[src/rtl/out_wr_ctrl_pkg.sv]
// Shared types and default parameters for the output-memory write controller.
// Both the top FSM and the per-bank lanes import this package.
package out_wr_ctrl_pkg;

  localparam int DEF_WIDTH_HEIGHT = 4;
  localparam int DEF_DATA_W       = 16;
  localparam int DEF_ADDR_W       = 8;
  localparam int DEF_START_LAT    = 2;
  localparam int WAIT_W           = 8;

  typedef enum logic [1:0] {
    ST_IDLE   = 2'd0,
    ST_WAIT   = 2'd1,
    ST_STREAM = 2'd2,
    ST_DONE   = 2'd3
  } state_e;

endpackage

[src/rtl/out_wr_lane.sv]
// One bank's write port: samples its skewed column during its row window and
// drives registered wr_en/wr_addr/wr_data one cycle later.
module out_wr_lane
  import out_wr_ctrl_pkg::*;
#(
  parameter int LANE   = 0,
  parameter int DATA_W = DEF_DATA_W,
  parameter int ADDR_W = DEF_ADDR_W
) (
  input  logic              clk,
  input  logic              reset_n,
  input  logic              stream,
  input  logic [ADDR_W:0]   c,
  input  logic [ADDR_W-1:0] num_rows,
  input  logic [ADDR_W-1:0] base_addr,
  input  logic [DATA_W-1:0] col_data,
  output logic              wr_en,
  output logic [ADDR_W-1:0] wr_addr,
  output logic [DATA_W-1:0] wr_data
);

  localparam logic [ADDR_W:0] LANE_C = (ADDR_W+1)'(LANE);

  logic              sample;
  logic [ADDR_W-1:0] row_lo;

  // Column LANE lags column 0 by LANE cycles, so its rows occupy c in [LANE, LANE+num_rows).
  assign sample = stream && (c >= LANE_C) && (c < LANE_C + {1'b0, num_rows});
  assign row_lo = c[ADDR_W-1:0] - LANE_C[ADDR_W-1:0];

  // NOTE: wr_addr/wr_data are ordinary registers (not a memory array), so they take the async reset.
  always_ff @(posedge clk or negedge reset_n) begin
    if (!reset_n) begin
      wr_en   <= 1'b0;
      wr_addr <= '0;
      wr_data <= '0;
    end else begin
      // NOTE: non-blocking assignments for every registered signal, so all lanes update in parallel.
      wr_en <= sample;
      if (sample) begin
        wr_addr <= base_addr + row_lo;
        wr_data <= col_data;
      end
    end
  end

endmodule

[src/rtl/out_wr_ctrl.sv]
// Capture stage between the systolic array and the output banks: job FSM and
// shared counters; per-bank de-skewed writes are done by out_wr_lane instances.
module out_wr_ctrl
  import out_wr_ctrl_pkg::*;
#(
  parameter int WIDTH_HEIGHT = DEF_WIDTH_HEIGHT,
  parameter int DATA_W       = DEF_DATA_W,
  parameter int ADDR_W       = DEF_ADDR_W,
  parameter int START_LAT    = DEF_START_LAT
) (
  input  logic                           clk,
  input  logic                           reset_n,
  input  logic                           start,
  input  logic [ADDR_W-1:0]              base_addr,
  input  logic [ADDR_W-1:0]              num_rows,
  input  logic [WIDTH_HEIGHT*DATA_W-1:0] sys_data,
  output logic [WIDTH_HEIGHT-1:0]        wr_en,
  output logic [WIDTH_HEIGHT*ADDR_W-1:0] wr_addr,
  output logic [WIDTH_HEIGHT*DATA_W-1:0] wr_data,
  output logic                           busy,
  output logic                           done
);

  localparam logic [WAIT_W-1:0] WAIT_LAST = (START_LAT == 0) ? '0 : WAIT_W'(START_LAT - 1);
  // One drain step past the last sample so DONE follows the final registered write.
  localparam logic [ADDR_W:0]   C_TAIL    = (ADDR_W+1)'(WIDTH_HEIGHT - 1);

  state_e            state, state_nx;
  logic              accept;
  logic [ADDR_W:0]   c;
  logic [ADDR_W:0]   c_end;
  logic [WAIT_W-1:0] wait_cnt;
  logic [ADDR_W-1:0] base_q;
  logic [ADDR_W-1:0] rows_q;

  assign c_end = {1'b0, rows_q} + C_TAIL;

  // NOTE: defaults first so every path assigns each output of this block; no latches.
  always_comb begin
    state_nx = state;
    accept   = 1'b0;
    case (state)
      ST_IDLE: begin
        if (start) begin
          accept = 1'b1;
          if (START_LAT == 0) state_nx = (num_rows == '0) ? ST_DONE : ST_STREAM;
          else                state_nx = ST_WAIT;
        end
      end
      ST_WAIT:   if (wait_cnt == WAIT_LAST) state_nx = (rows_q == '0) ? ST_DONE : ST_STREAM;
      ST_STREAM: if (c == c_end) state_nx = ST_DONE;
      ST_DONE:   state_nx = ST_IDLE;
      default:   state_nx = ST_IDLE;
    endcase
  end

  always_ff @(posedge clk or negedge reset_n) begin
    if (!reset_n) begin
      state    <= ST_IDLE;
      c        <= '0;
      wait_cnt <= '0;
      base_q   <= '0;
      rows_q   <= '0;
    end else begin
      state    <= state_nx;
      wait_cnt <= (state == ST_WAIT)   ? wait_cnt + WAIT_W'(1) : '0;
      c        <= (state == ST_STREAM) ? c + (ADDR_W+1)'(1)    : '0;
      if (accept) begin
        base_q <= base_addr;
        rows_q <= num_rows;
      end
    end
  end

  assign busy = (state == ST_WAIT) || (state == ST_STREAM);
  assign done = (state == ST_DONE);

  for (genvar i = 0; i < WIDTH_HEIGHT; i++) begin : g_lane
    out_wr_lane #(
      .LANE   (i),
      .DATA_W (DATA_W),
      .ADDR_W (ADDR_W)
    ) u_lane (
      .clk       (clk),
      .reset_n   (reset_n),
      .stream    (state == ST_STREAM),
      .c         (c),
      .num_rows  (rows_q),
      .base_addr (base_q),
      .col_data  (sys_data[i*DATA_W +: DATA_W]),
      .wr_en     (wr_en[i]),
      .wr_addr   (wr_addr[i*ADDR_W +: ADDR_W]),
      .wr_data   (wr_data[i*DATA_W +: DATA_W])
    );
  end

endmodule

[config.mk]
export PLATFORM = sky130hd
export DESIGN_NAME = out_wr_ctrl
export DESIGN_NICKNAME = d
export VERILOG_FILES = /design/src/rtl/out_wr_ctrl_pkg.sv /design/src/rtl/out_wr_lane.sv /design/src/rtl/out_wr_ctrl.sv
export SDC_FILE = /design/constraint.sdc
export NUM_CORES = 1
export LEC_CHECK = 0
export ABC_AREA = 1
export CORE_ASPECT_RATIO = 1.75
export CORE_MARGIN = 4
export CORE_UTILIZATION = 56
export CTS_BUF_LIST = sky130_fd_sc_hd__clkbuf_8
export DETAILED_ROUTE_END_ITERATION = 8
export PLACE_DENSITY_LB_ADDON = 0.15
export SLEW_MARGIN = 20
export SYNTH_ARGS = -nofsm -noshare
export SYNTH_HDL_FRONTEND = slang
export SYNTH_SLANG_ARGS = --single-unit
[constraint.sdc]
create_clock -name clk -period 4.25 [get_ports clk]
set_input_delay 1.0625 -clock clk [delete_from_list [all_inputs] [get_ports clk]]
set_output_delay 1.0625 -clock clk [all_outputs]
set_load 0.005 [all_outputs]
== Yosys cells after proc, flatten, opt, wreduce, memory -nomap -nowiden ==
Index checks and enable logic that the tools add are counted.
Cells by class
  equal/unequal tests: 8
  $mul: 0
  reduce and logical (&&, ||, !) cells: 12
  $lt $le $gt $ge: 8
  bitwise gates (word level): 0
  divide/modulo/power cells: 0
  shifts and indexed selects: 0
  multiplexer cells: 9
  add/subtract/negate cells: 12
Operator list (number)
  8-bit adder: 4
  9-bit < comparator: 3
  2-bit by 8-bit adder with 9-bit output (first input constant): 2
  9-bit by 1-bit greater-or-equal comparator with 1-bit output (second input constant): 2
  9-bit by 2-bit greater-or-equal comparator with 1-bit output (second input constant): 2
  8-bit by 2-bit subtractor with 8-bit output (second input constant): 2
  1-bit by 8-bit adder with 9-bit output (first input constant): 1
  9-bit by 1-bit adder with 9-bit output (second input constant): 1
  9-bit equality test: 1
  9-bit by 8-bit < comparator with 1-bit output: 1
  9-bit 2-to-1 mux: 1
  8-bit by 1-bit adder with 8-bit output (second input constant): 1
  8-bit by 1-bit equality test with 1-bit output (second input constant): 1
  1-bit logical AND: 8
  8-bit zero test: 1
  8-bit 2-to-1 mux: 1
  2-bit one-hot mux with 4 select lines: 1
  8-bit by 1-bit subtractor with 8-bit output (second input constant): 1
  2-bit 2-to-1 mux: 3
  2-bit != test (second input constant): 3
  2-bit equality test (second input constant): 2
  1-bit 2-to-1 mux: 3
  3-bit AND reduction: 1
  2-bit by 1-bit equality test with 1-bit output (second input constant): 1
  other kinds (2): 2
Storage, ports and cells
  word-level logic and storage cells: 66
  output and inout port bits: 102
  memories kept: 0
  input port bits: 83
  bits in writable memories: 0
  register bits after elaboration: 135
  bits in latches: 0
  ROM bits: 0

== Logic depth before layout (Yosys ltp) ==
Gate-level depths: netlist of run 1.
  depth after elaboration: 4
  mapped depth: 17
  gate-level depth less buffers: 16

== By module ==
From an unflattened synthesis of run 1, not the netlist that was laid out.
Second synthesis, totals
  cells, all modules: 1162
  area total of the unflattened synthesis: 8934.8 sq um
Modules (own cells, without submodules)
  out_wr_ctrl: cells an instance 219, instances 1, seq. area each 875.8 sq um, area an instance 1874.3 sq um
  out_wr_lane at g_lane[1].u_lane: cells an instance 254, instances 1, seq. area each 625.6 sq um, area an instance 1849.3 sq um
  out_wr_lane at g_lane[3].u_lane: cells an instance 251, instances 1, seq. area each 625.6 sq um, area an instance 1836.8 sq um
  out_wr_lane at g_lane[2].u_lane: cells an instance 240, instances 1, seq. area each 625.6 sq um, area an instance 1811.7 sq um
  out_wr_lane at g_lane[0].u_lane: cells an instance 198, instances 1, seq. area each 625.6 sq um, area an instance 1562.7 sq um

== Worst setup path after synthesis of run 1 ==
OpenSTA, ideal clock, no wires.
  path type: flip-flop to flip-flop
  start: register rows_q[0]
  end: register g_lane[3].u_lane.wr_addr[0]
  stages on the path, launching flop included: 12
  path slack: 1.847 ns
  period minus slack after synthesis: 2.403 ns
  library setup time: 0.067 ns
  data arrival time: 2.336 ns
  data required time: 4.183 ns
  path buffers: 1
  path through: dfrtp_1 -> inv_1 -> ha_1 -> nor4_1 -> xor2_1 -> ha_1 -> nand2_1 -> a21oi_1 -> nor2_1 -> clkbuf_1 -> nand4_1 -> nand2_1
Between the ends
  longest elaborated chain between the ends: 3
RTL lines
  start: declaration: RTL line out_wr_ctrl.sv:34  | logic [ADDR_W-1:0] rows_q;
  start signal: assignment: RTL line out_wr_ctrl.sv:70  | rows_q <= num_rows;
  2-bit by 8-bit adder with 9-bit output: RTL line out_wr_lane.sv:28  | assign sample = stream && (c >= LANE_C) && (c < LANE_C + {1'b0, num_rows});
  9-bit < comparator: RTL line out_wr_lane.sv:28
  1-bit logical AND: RTL line out_wr_lane.sv:28
  end signal: assignment: RTL line out_wr_lane.sv:41  | wr_addr <= base_addr + row_lo;
  end: declaration: RTL line out_wr_lane.sv:18  | output logic [ADDR_W-1:0] wr_addr,
No other way between the ends.
A chain may end at the register's enable or synchronous reset.

== Worst setup path in the final report of run 1 ==
  start: register rows_q[2]
  end: register g_lane[1].u_lane.wr_data[9]
Between the ends
  longest elaborated chain between the ends: 3
RTL lines
  1-bit by 8-bit adder with 9-bit output: RTL line out_wr_lane.sv:28
  9-bit < comparator: RTL line out_wr_lane.sv:28
  1-bit logical AND: RTL line out_wr_lane.sv:28
  end signal: assignment: RTL line out_wr_lane.sv:42  | wr_data <= col_data;
  end: declaration: RTL line out_wr_lane.sv:19  | output logic [DATA_W-1:0] wr_data
No other way between the ends.

==> impl_metrics.csv, run 1 <==
group,metric,value,unit
finish,nFillCells,1133,
yosys,syn_nets,1178,
yosys,yosysSeqAreaShare,42.6,%
floorplanning,start_util,57.1,%
routing,drt_iter0_markers,245,
grt,grt_usage,27.5,%
timing,slew_violations,0,
setup_path,critPathRequiredTime,4.59,ns
setup_path,path_cells,"ha_1 > nand2_1 > nor2_1 > xor2_1 > nand2_1 > o21ai_0 > ha_1 > nand2_1 > nor2_1 > nand2_1 > nand2_1 > inv_1 > nand2_2 > nand2_1 > nand2_1",
floorplanning,die_width,98.0,um
finish,layout_commonest_cell,"nand2_1",
outcome,status,"finished clean",
clock_tree,ctsRootBufferMaster,"clkbuf_8",
flow_run,cap_violations,0,
finish,diodes,0,
clock_tree,cts_resized,0,
finish,fin_util,74.0,%
routing,wl_per_cell,16.1,um
floorplanning,num_rows,57,
grt,antenna_found_initial,0,
yosys,syn_area_per_cell,7.79,sq um
pwr,p_total,7.39,mW
setup_path,cp.arrival,3.70,ns
place,place_inst,1352,
routing,postRouteAntennaNets,0,
timing,clock.fmax,0.297,GHz
routing,vias,7361,
clock_tree,clkSinkCount,135,
place,hpwl,16800,um
yosys,synth_seq_cells,135,
yosys,synth_edf_count,0,
yosys,synth_area_leader_cell,"dfrtp_1",
place,gp_congestion,0.966,
setup_path,cpPeakStageDelay,0.54,ns
timing,grt_setup_unrepaired,"false",
grt,grt_pass1_vias,7197,
finish,synthToLayoutAreaGrowth,29.6,%
yosys,syn_inst,1019,
clock_tree,cts_buffers,17,
routing,drtPass1Iterations,6,
timing,fin_skew,0.0112,ns
clock_tree,cts_max_path_buffers,2,
floorplanning,coreArea,13900,sq um
finish,final_nets,1354,
place,portBuffers,184,
clock_tree,cts_max_level,4,
clock_tree,cts_setup_buffers,0,
clock_tree,cts_tree,"done",
yosys,ys.flop_type,"dfrtp_1",
routing,drc,0,
floorplanning,dieArea,16200,sq um
grt,grt_overflow,0,
timing,setup_viol,0,
pwr,power_density,718,nW/um^2
finish,drive_gt1_share,4.47,%
setup_path,cp_slowest_cell,"dfrtp_1",
routing,drt-total-wl,22300,um
setup_path,path_common_cell,"nand2_1",
finish,finalNonFillerCells,1385,
yosys,ys_warn_count,0,
finish,final_cell_mix,"nand2_1, clkdlybuf4s50_1, dfrtp_1",
routing,viasPerCell,5.31,
timing,worstMarginPinSlew,1.01,ns
setup_path,critPathKind,"reg -> reg",
pwr,pwr-share-seq,29.3,%
timing,slew_headroom,32.7,%
timing,fin_hold_ws,0.474,ns
clock_tree,ctsHoldBuffers,0,
yosys,synthDistinctLibCells,30,
grt,grt_max_degree,111,
worst_hold_path,hold_class,"reg -> reg",
pwr,ir_worst_vdd,0.389,mV
pwr,power_switching,3.28,mW
floorplanning,fp.dieH,166,um
yosys,synth-async-reset-ratio,100,%
clock_tree,insertion_delay,0.45,ns
pwr,pwr-share-comb,56.1,%
timing,fin_setup_tns,0,ns
pwr,swShare,44.4,%
grt,grt_pass1_wl,35300,um
yosys,synthTopCellsByArea,"dfrtp_1, nand2_1, ha_1",
timing,fin_crit_sh,79.2,%
setup_path,start_kind,"flop",
timing,fin_crit,3.37,ns
pwr,leakage,5.32,nW
floorplanning,ios,185,
setup_path,cp_max_fo,24,
setup_path,critPathCaptureType,"flop",
clock_tree,clk_pin_slew,0.09,ns
pwr,p_int,4.11,mW
pwr,power_frac_clock,14.7,%
yosys,syn_area,7940,sq um
yosys,yosys.area.top_type_share,42.6,%
timing,hold_viol,0,
[registers in the layout (all words and copies together), names as in the netlist]
signal	count
g_lane.u_lane.wr_addr	32
base_q	8
g_lane.u_lane.wr_data	64
g_lane.u_lane.wr_en	4
c	9
state	2
wait_cnt	8
rows_q	8
[cell usage after synthesis (11+ instances only)]
| master | number |
|---|---|
| nor2_1 | 72 |
| inv_1 | 104 |
| a21oi_1 | 38 |
| dfrtp_1 | 135 |
| buf_2 | 13 |
| xor2_1 | 17 |
| nor3_1 | 11 |
| nand3_1 | 59 |
| clkbuf_1 | 11 |
| o21ai_0 | 12 |
| nand2_1 | 383 |
| ha_1 | 71 |
| nand4_1 | 49 |
[per-stage QoR]
stage / instance area (sq um) / setup WS, ns
final: 10300 / 0.883
after global routing: 10300 / 0.604
after CTS: 10300 / 0.871
after detailed placement: 9860 / 0.860
after global placement: 9860 / 0.841
after floorplan: 7940 / 1.85
[path summary, 6_finish.rpt]
| path | from | endpoint | slack, ns | cells past startpoint |
|---|---|---|---|---|
| min | g_lane[3].u_lane.wr_data[14]$_DFFE_PN0P_ | g_lane[3].u_lane.wr_data[14]$_DFFE_PN0P_ | 0.47 | 2 |
| min reg2reg | g_lane[3].u_lane.wr_data[14]$_DFFE_PN0P_ | g_lane[3].u_lane.wr_data[14]$_DFFE_PN0P_ | 0.47 | 2 |
| max reg2reg | rows_q[2]$_DFFE_PN0P_ | g_lane[1].u_lane.wr_data[9]$_DFFE_PN0P_ | 0.88 | 15 |
| min in group asynchronous | reset_n | g_lane[1].u_lane.wr_data[12]$_DFFE_PN0P_ | 0.56 | 1 |
| max in group asynchronous | reset_n | g_lane[2].u_lane.wr_data[6]$_DFFE_PN0P_ | 2.74 | 3 |
| max | rows_q[2]$_DFFE_PN0P_ | g_lane[1].u_lane.wr_data[9]$_DFFE_PN0P_ | 0.88 | 15 |
[worst max-delay path: cells and delay by family, from the launching register on]
kind	cells	cell delay [ns]
compound gates	1	0.10
xor+xnor	1	0.25
fa+ha+maj	2	0.59
buf+inv	1	0.53
flops	1	0.54
simple gates	10	1.23
[final cells by class]
class,count,area [sq um],area share (%)
multi-input combinational,740,3950,38.4
sequential,135,3380,32.8
timing repair buffer,195,1950,18.9
inverter,106,398,3.87
clock buffer,17,234,2.27
tap,177,221,2.15
clock inverter,15,161,1.57
[cell families (layout without fill, tap and decap cells)]
| kind of cell | Yosys count | in the layout | synth area share (%) |
|---|---|---|---|
| AO/OA/AOI/OAI | 51 | 51 | 3.26 |
| XOR/XNOR | 22 | 22 | 2.43 |
| adder cells (fa/ha/maj) | 76 | 76 | 12.5 |
| buffers and inverters | 144 | 333 | 7.72 |
| flip-flops | 135 | 135 | 42.6 |
| AND/OR/NAND/NOR | 591 | 591 | 31.6 |
[metal layers]
| layer | up-vias | GRT usage [%] | routed length (um) |
|---|---|---|---|
| met1 | 3454 | 28.2 | 7680 |
| met2 | 240 | 51.8 | 12300 |
| li1 | 3588 | - | - |
| met5 | - | 0 | 0 |
| met4 | 0 | 15.3 | 1150 |
| met3 | 79 | 5.38 | 1120 |
[power groups by stage]
stage               combinational [mW]  sequential (mW)  clock (mW)
finish                            4.14             2.16        1.08
global route                      4.65             2.24        1.16
CTS                               4.16             2.16        1.10
detailed placement                4.13             2.19           0
global placement                  4.05             2.17           0
floorplan                         2.36             2.16           0
Note: power is estimated with default switching activity, not from simulation.
==> run 2: changes to the inputs <==
- CORE_UTILIZATION: 56 -> 47
- clock period: 4.25 -> 2.8 ns (I/O delays scaled with it)
==> impl_metrics.csv, run 2 (synthesis results as in run 1) <==
group,metric,value,unit
timing,clock.fmax,0.389,GHz
clock_tree,cts_max_level,4,
timing,worstMarginPinSlew,0.475,ns
routing,drc,0,
finish,finish.instance_area,10500,sq um
timing,slew_violations,0,
clock_tree,ctsRootBufferMaster,"clkbuf_8",
setup_path,critPathCaptureType,"flop",
finish,seq_area,3380,sq um
timing,setup_slack,0.227,ns
routing,wl_per_cell,15.4,um
setup_path,cp.arrival,2.95,ns
outcome,status,"finished clean",
finish,regMostFlops,"g_lane.u_lane.wr_data",
setup_path,critPathKind,"reg -> reg",
pwr,p_total,11.4,mW
place,hpwl,17100,um
finish,final_nets,1376,
finish,final_cell_mix,"nand2_1, clkdlybuf4s50_1, dfrtp_1",
pwr,leakage,5.44,nW
routing,viasPerCell,5.01,
finish,drive_gt1_share,6.10,%
floorplanning,ios,185,
routing,drt_iter0_markers,227,
clock_tree,cts_tree,"done",
timing,fin_setup_tns,0,ns
flow_run,cap_violations,0,
finish,largest_reg_flops,64,
timing,fin_hold_ws,0.168,ns
grt,antenna_found_initial,0,
setup_path,critPathRequiredTime,3.17,ns
grt,grt_overflow,0,
finish,finalNonFillerCells,1454,
finish,fin_util,63.8,%
setup_path,start_kind,"flop",
place,portBuffers,184,
pwr,ir_worst_vdd,0.599,mV
place,place_inst,1422,
clock_tree,insertion_delay,0.45,ns
grt,grt_max_degree,50,
finish,reg.largest.list,"g_lane.u_lane.wr_data: 64 flops, g_lane.u_lane.wr_addr: 32 flops, c: 9 flops",
routing,vias,7279,
worst_hold_path,hold_class,"in -> async",
finish,nFillCells,1519,
grt,grt_pass1_wl,35800,um
finish,diodes,0,
finish,multi_input_area,3950,sq um
finish,layout_commonest_cell,"nand2_1",
routing,postRouteAntennaNets,0,
timing,grt_setup_unrepaired,"false",
grt,grt_pass1_vias,7202,
routing,drtPass1Iterations,4,
pwr,power_density,1080,nW/um^2
timing,hold_viol,0,
finish,synthToLayoutAreaGrowth,32.8,%
floorplanning,dieArea,19100,sq um
timing,fin_crit_sh,91.9,%
floorplanning,start_util,48.0,%
place,gp_congestion,0.961,
timing,slew_headroom,68.3,%
routing,drt-total-wl,22400,um
clock_tree,cts_buffers,17,
clock_tree,clk_pin_slew,0.09,ns
setup_path,cp_max_fo,22,
place,dp_slack,0.224,ns
grt,grt_usage,23.8,%
floorplanning,die_width,106,um
setup_path,r2r_cells,15,
timing,fin_skew,0.0152,ns
clock_tree,cts_max_path_buffers,2,
floorplanning,num_rows,62,
clock_tree,clkSinkCount,135,
timing,setup_viol,0,
floorplanning,fp.dieH,180,um
timing,fin_crit,2.57,ns
floorplanning,coreArea,16500,sq um
place,postPlaceCellArea,10100,sq um
run 2: layout make-up:
cell class / instances / share of cell area [%]
clock buffers: 18 / 2.35
clock inverters: 14 / 1.53
inverters: 106 / 3.77
multi-input cells: 740 / 37.5
flip-flops and latches: 135 / 32.0
well taps: 224 / 2.66
repair buffers: 217 / 20.2
run 2: worst paths after layout:
kind | to | slack [ns] | start
worst max-delay path | g_lane[1].u_lane.wr_addr[0]$_DFFE_PN0P_ | 0.23 | rows_q[1]$_DFFE_PN0P_
min in group clk | g_lane[2].u_lane.wr_data[13]$_DFFE_PN0P_ | 0.47 | g_lane[2].u_lane.wr_data[13]$_DFFE_PN0P_
max in group asynchronous | g_lane[3].u_lane.wr_data[10]$_DFFE_PN0P_ | 1.98 | reset_n
worst max register to register | g_lane[1].u_lane.wr_addr[0]$_DFFE_PN0P_ | 0.23 | rows_q[1]$_DFFE_PN0P_
worst min-delay path | g_lane[1].u_lane.wr_data[13]$_DFFE_PN0P_ | 0.17 | reset_n
worst min register to register | g_lane[2].u_lane.wr_data[13]$_DFFE_PN0P_ | 0.47 | g_lane[2].u_lane.wr_data[13]$_DFFE_PN0P_
run 2: layer usage:
metal | GRT usage, % | wire length (um) | up-vias
li1 | - | - | 3633
met1 | 25.3 | 8060 | 3371
met2 | 43.9 | 12200 | 210
met3 | 3.41 | 1010 | 65
met4 | 13.2 | 1110 | 0
met5 | 0 | 0 | -
run 2: what timing repair did:
item	4_1_cts	5_1_grt
hold buffers	0	0
buffers inserted	0	0
endpoints found under the setup margin	0	4
resized for setup	0	1
run 2: where the power goes:
| group | switching (mW) | internal (mW) |
|---|---|---|
| clock | 0.878 | 0.841 |
| combinational | 3.55 | 2.89 |
| sequential | 0.473 | 2.75 |
run 2: worst max-delay path, stage by stage (launching register included):
cell     delay, ns
dfrtp_1       0.43
ha_1          0.26
xnor2_1       0.32
nor2_1        0.08
a21oi_1       0.17
ha_1          0.26
nand2_1       0.06
inv_1         0.06
nand2_1       0.06
nand2_1       0.07
nand2_1       0.07
nand2_1       0.08
inv_1         0.12
buf_4         0.27
nand3_1       0.12
nand2_1       0.08
